File: src/rtl/esn_pkg.sv
// rtl/esn_pkg.sv - shared types and defaults for the ESN phase sequencer
// Contents: FSM state enum, default N_RES / ADDR_W / MAC_LAT, and the
// delay-line payload that tracks each issued operand until its MAC result lands.
package esn_pkg;

    localparam int N_RES_DEF   = 8;
    localparam int ADDR_W_DEF  = 3;
    localparam int MAC_LAT_DEF = 2;

    // Row field width of the delay payload; ADDR_W must not exceed it.
    localparam int DLY_ROW_W   = 8;

    typedef enum logic [2:0] {
        S_IDLE     = 3'd0,
        S_RES      = 3'd1,
        S_RES_WAIT = 3'd2,
        S_SWAP     = 3'd3,
        S_RDO      = 3'd4,
        S_RDO_WAIT = 3'd5
    } state_t;

    typedef struct packed {
        logic                 last;
        logic                 mode;
        logic [DLY_ROW_W-1:0] row;
    } dly_t;

endpackage

File: src/rtl/esn_sched_dly.sv
// rtl/esn_sched_dly.sv - MAC_LAT-stage shift register of delay-line payloads
// Ports: clk, rst_n (async active-low clear), din (payload at issue),
//        dout (payload MAC_LAT cycles later, aligned with the MAC result).
module esn_sched_dly
    import esn_pkg::*;
#(
    parameter int MAC_LAT = MAC_LAT_DEF
) (
    input  logic clk,
    input  logic rst_n,
    input  dly_t din,
    output dly_t dout
);

    dly_t stage_q [MAC_LAT];
    dly_t stage_d [MAC_LAT];

    always_comb begin
        stage_d[0] = din;
        for (int i = 1; i < MAC_LAT; i++) begin
            stage_d[i] = stage_q[i-1];
        end
    end

    always_ff @(posedge clk or negedge rst_n) begin
        if (!rst_n) begin
            for (int i = 0; i < MAC_LAT; i++) begin
                stage_q[i] <= '0;
            end
        end else begin
            stage_q <= stage_d;
        end
    end

    assign dout = stage_q[MAC_LAT-1];

endmodule

File: src/rtl/esn_sched.sv
// rtl/esn_sched.sv - ESN phase sequencer sharing one MAC between reservoir update and readout
// Ports: clk, rst_N (async active-low); ce (readout enable, sampled in SWAP);
//        in_valid/in_ready sample handshake; mac_en/mac_clr/mode/row_idx/col_idx/use_in
//        operand issue; st_we/st_waddr next-state write; swap buffer pulse;
//        est_valid readout pulse; busy = ~in_ready.
module esn_sched
    import esn_pkg::*;
#(
    parameter int N_RES   = N_RES_DEF,
    parameter int ADDR_W  = ADDR_W_DEF,
    parameter int MAC_LAT = MAC_LAT_DEF
) (
    input  logic              clk,
    input  logic              rst_N,
    input  logic              ce,
    input  logic              in_valid,
    output logic              in_ready,
    output logic              mac_en,
    output logic              mac_clr,
    output logic              mode,
    output logic [ADDR_W-1:0] row_idx,
    output logic [ADDR_W-1:0] col_idx,
    output logic              use_in,
    output logic              st_we,
    output logic [ADDR_W-1:0] st_waddr,
    output logic              swap,
    output logic              est_valid,
    output logic              busy
);

    // One extra bit so the column counter can reach N_RES (the input-weight tap).
    localparam int CNT_W = ADDR_W + 1;

    state_t            state_q, state_d;
    logic [ADDR_W-1:0] row_q, row_d;
    logic [CNT_W-1:0]  col_q, col_d;
    logic              issue_last;
    logic              res_done;
    dly_t              dly_in;
    dly_t              dly_out;

    esn_sched_dly #(
        .MAC_LAT (MAC_LAT)
    ) u_dly (
        .clk   (clk),
        .rst_n (rst_N),
        .din   (dly_in),
        .dout  (dly_out)
    );

    always_comb begin
        dly_in      = '0;
        dly_in.last = issue_last;
        dly_in.mode = mode;
        dly_in.row  = DLY_ROW_W'(row_idx);
    end

    assign st_we     = dly_out.last & ~dly_out.mode;
    assign st_waddr  = st_we ? dly_out.row[ADDR_W-1:0] : '0;
    assign est_valid = dly_out.last & dly_out.mode;
    // Only the last row's write ends the reservoir phase, even for long MAC latencies.
    assign res_done  = st_we && (dly_out.row == DLY_ROW_W'(N_RES - 1));
    assign busy      = ~in_ready;

    always_comb begin
        state_d    = state_q;
        row_d      = row_q;
        col_d      = col_q;
        in_ready   = 1'b0;
        mac_en     = 1'b0;
        mac_clr    = 1'b0;
        mode       = 1'b0;
        row_idx    = '0;
        col_idx    = '0;
        use_in     = 1'b0;
        swap       = 1'b0;
        issue_last = 1'b0;
        case (state_q)
            S_IDLE: begin
                in_ready = 1'b1;
                if (in_valid) begin
                    state_d = S_RES;
                    row_d   = '0;
                    col_d   = '0;
                end
            end
            S_RES: begin
                mac_en  = 1'b1;
                row_idx = row_q;
                mac_clr = (col_q == '0);
                if (col_q == CNT_W'(N_RES)) begin
                    use_in     = 1'b1;
                    issue_last = 1'b1;
                    col_d      = '0;
                    if (row_q == ADDR_W'(N_RES - 1)) begin
                        state_d = S_RES_WAIT;
                        row_d   = '0;
                    end else begin
                        row_d = row_q + ADDR_W'(1);
                    end
                end else begin
                    col_idx = col_q[ADDR_W-1:0];
                    col_d   = col_q + CNT_W'(1);
                end
            end
            S_RES_WAIT: begin
                if (res_done) begin
                    state_d = S_SWAP;
                end
            end
            S_SWAP: begin
                swap    = 1'b1;
                state_d = ce ? S_RDO : S_IDLE;
            end
            S_RDO: begin
                mac_en  = 1'b1;
                mode    = 1'b1;
                col_idx = col_q[ADDR_W-1:0];
                mac_clr = (col_q == '0);
                if (col_q == CNT_W'(N_RES - 1)) begin
                    issue_last = 1'b1;
                    col_d      = '0;
                    state_d    = S_RDO_WAIT;
                end else begin
                    col_d = col_q + CNT_W'(1);
                end
            end
            S_RDO_WAIT: begin
                if (est_valid) begin
                    state_d = S_IDLE;
                end
            end
            default: begin
                state_d = S_IDLE;
            end
        endcase
    end

    always_ff @(posedge clk or negedge rst_N) begin
        if (!rst_N) begin
            state_q <= S_IDLE;
            row_q   <= '0;
            col_q   <= '0;
        end else begin
            state_q <= state_d;
            row_q   <= row_d;
            col_q   <= col_d;
        end
    end

endmodule
File: config.mk
export PLATFORM = sky130hd
export DESIGN_NAME = esn_sched
export DESIGN_NICKNAME = d
export VERILOG_FILES = /design/src/rtl/esn_pkg.sv /design/src/rtl/esn_sched_dly.sv /design/src/rtl/esn_sched.sv
export SDC_FILE = /design/constraint.sdc
export NUM_CORES = 1
export LEC_CHECK = 0
export CAP_MARGIN = 20
export CORE_ASPECT_RATIO = 1.4
export CORE_MARGIN = 5
export CORE_UTILIZATION = 52
export CTS_CLUSTER_DIAMETER = 200
export DETAILED_ROUTE_END_ITERATION = 10
export DONT_BUFFER_PORTS = 1
export GPL_ROUTABILITY_DRIVEN = 0
export PLACE_DENSITY = 0.64
export RECOVER_POWER = 100
export SLEW_MARGIN = 25
export SYNTH_ARGS = -nofsm -noshare
export SYNTH_HDL_FRONTEND = slang
export SYNTH_HIERARCHICAL = 1
export SYNTH_SLANG_ARGS = --single-unit
export TNS_END_PERCENT = 1
File: constraint.sdc
create_clock -name clk -period 2 [get_ports clk]
set_input_delay 0.2 -clock clk [delete_from_list [all_inputs] [get_ports clk]]
set_output_delay 0.2 -clock clk [all_outputs]
set_load 0.02 [all_outputs]
==> impl_metrics.tcl <==
set metrics [dict create \
    outcome "finished clean" \
    yosysTopAreaCell "dfrtp_1" \
    area_growth_pct 18.3 \
    setup-violations-final 0 \
    grt_overflow_total 0 \
    hold_violations 0 \
    synth_edf_count 0 \
    num_rows 21 \
    worstPathArrival_ns 1.72 \
    fmaxAchievable_ghz 0.521 \
    via_per_inst 5.58 \
    relSlewSlack 0.152 \
    end_kind "output pin" \
    whs_ns 0.126 \
    hp-class "input pin to flop" \
    fin_util 0.629 \
    grt_pass1_wl_um 3700 \
    synth_flop_cell "dfrtp_1" \
    worstSetupStartpointType "flop" \
    synthArstFlopShare 1.00 \
    reg2reg_to "state_q[0]" \
    cts_sinks 30 \
    die_x_um 51.5 \
    ir_drop_mv 0.628 \
    drive_above_1_share 0.302 \
    synth_warnings 6 \
    p_leak_nw 0.743 \
    routedWlPerCell_um 15.9 \
    period_needed_ns 1.92 \
    worst_pin_slew_ns 1.27 \
    initial_utilization 0.531 \
    drv_slew 0 \
    htree_levels 2 \
    portBuffers 0 \
    crit_type "flop to output pin" \
    clockRootBuffer "clkbuf_4" \
    core_um2 2360 \
    die_y_um 68.2 \
    cts_tree "built" \
    required_ns 1.80 \
    cp_max_fo 8 \
    grt_pass1_vias 781 \
    dp_hpwl_um 1580 \
    antenna_found_initial 0 \
    first_pass_iters 4 \
    synth_area_leaders "dfrtp_1, and2_1, ha_1" \
    reg2reg_from "col_q[0]" \
    hold_path_end "row_q[1]" \
    diodes 0 \
    power_density_nw_per_um2 1280 \
    grt_start_max_net_pins 31 \
    design.portCount 22 \
    finalNetCount 134 \
    route.detailed.drc 0 \
    skew_ns 0.00477 \
    drtIter0Drc 19 \
    clk_latency_ns 0.32 \
    antenna_left 0 \
    synth-seq-cells 30 \
    hp-start "in_valid" \
    synth_cell_type_count 35 \
    netlist.area_leader.share 0.598 \
    syn_avg_cell_area_um2 12.3 \
    ys_seq_area_frac 0.598 \
    syn_area_um2 1260 \
    r2r_setup_slack_ns 0.19 \
    startpoint "state_q[0]" \
    die-area_um2 3510 \
    hold-path-cell-count 2 \
    finalWirelength_um 2360 \
    clk_pin_slew_ns 0.09 \
    numCtsBuffers 5 \
    max-cap-violations 0 \
    vias 832 \
    worstRegToRegCells 5 \
    period_share 0.960 \
    syn_inst 102 \
    track_usage 0.151 \
    clk_path_buf_depth 2 \
]
-- routing by layer --
| layer | wire length (um) | part of all wire | GRT usage |
|---|---|---|---|
| met3 | 167 | 0.071 | 0.0763 |
| met5 | 0 | 0 | 0 |
| met1 | 998 | 0.42 | 0.179 |
| met2 | 1150 | 0.49 | 0.228 |
| met4 | 49 | 0.021 | 0.0689 |
-- cells in the final DEF, fill, tap and decap left out, drive strengths merged, types with 2 or more instances in the layout --
cell         netlist  final
nor3               4      4
and2              11     11
and3b              2      2
nor2b              2      2
a22o               3      3
nor2               2      2
o21ai              3      3
conb               1      5
ha                 4      4
a32o               2      2
dlygate4sd3        0      2
dfrtp             30     30
nand2              8      8
a21oi              3      3
buf                3     13
clkinv             0      2
nand2b             3      3
or3b               2      2
clkbuf             0      5
inv                6      6
-- cells in the mapped netlist (2+ instances only) --
cell	n
nand2b_1	3
inv_1	6
a32o_1	2
and2_1	10
nand2_1	8
nor2_1	2
dfrtp_1	30
a21oi_1	2
nor2b_1	2
nor3_1	4
ha_1	4
and3b_2	2
o21ai_0	3
a22o_1	3
-- final cells by class --
type                       count  area (um^2)
fill                         199          878
multi-input combinational     67          504
timing repair buffer          16          130
sequential                    30          753
clock inverter                 2         10.0
tap                           23         28.8
clock buffer                   5         37.5
inverter                       6         22.5
-- stage by stage --
step / instances / total power [mW] / TNS, ns / setup WS [ns] / area, um^2
CTS: 143 / 1.87 / 0 / 0.00107 / 1430
floorplan: 106 / 1.34 / 0 / 0.305 / 1270
detailed placement: 132 / 1.47 / 0 / 0.191 / 1320
global placement: 132 / 1.45 / 0 / 0.249 / 1320
global route: 149 / 2.04 / -0.0162 / -0.00626 / 1490
finish: 149 / 1.91 / 0 / 0.0802 / 1490
-- where the power goes --
part	internal (mW)	switching [mW]
clock	0.126	0.196
combinational	0.330	0.401
sequential	0.753	0.102
total	1.21	0.699
-- worst max-delay path, cell delays in order, from the launching register on --
cell and delay (ns):
dfrtp_2 0.47, or3b_2 0.51, nand2_1 0.10, buf_4 0.14, and2_4 0.18
-- worst max path at each step --
| stage | endpoint | depth (start not counted) | slack, ns |
|---|---|---|---|
| 3_5_place_dp | state_q[0] | 6 | 0.19 |
| 6_report | col_idx[2] | 4 | 0.08 |
| 2_1_floorplan | state_q[0] | 6 | 0.31 |
| 4_1_cts | col_idx[1] | 6 | 0.001 |
| 3_3_place_gp | state_q[0] | 6 | 0.25 |
| 5_1_grt | col_idx[2] | 4 | -0.006 |
-- flip-flops by register name, summed over array words and instances (netlist names) --
signal and cells:
u_dly/dout 10, col_q 4, row_q 3, u_dly/stage_d 10, state_q 3
-- logic make-up (layout without fill, tap and decap cells) --
family / Yosys count / count (layout) / share of synthesized area
AO/OA/AOI/OAI: 16 / 16 / 0.0976
adder cells (fa/ha/maj): 4 / 4 / 0.0398
other: 1 / 5 / 0.00299
flip-flops: 30 / 30 / 0.598
multiplexers: 2 / 2 / 0.0299
AND/OR/NAND/NOR: 40 / 40 / 0.195
buffers and inverters: 9 / 29 / 0.0368
-- timing repair --
item	in CTS	in global routing
resized for setup	7	5
setup endpoints to repair	3	5
hold buffers	3	0
setup buffers	1	6
endpoints found under the hold margin	31	0
pin swaps	0	2
gates cloned	0	0
(Power assumes the default switching activity.)
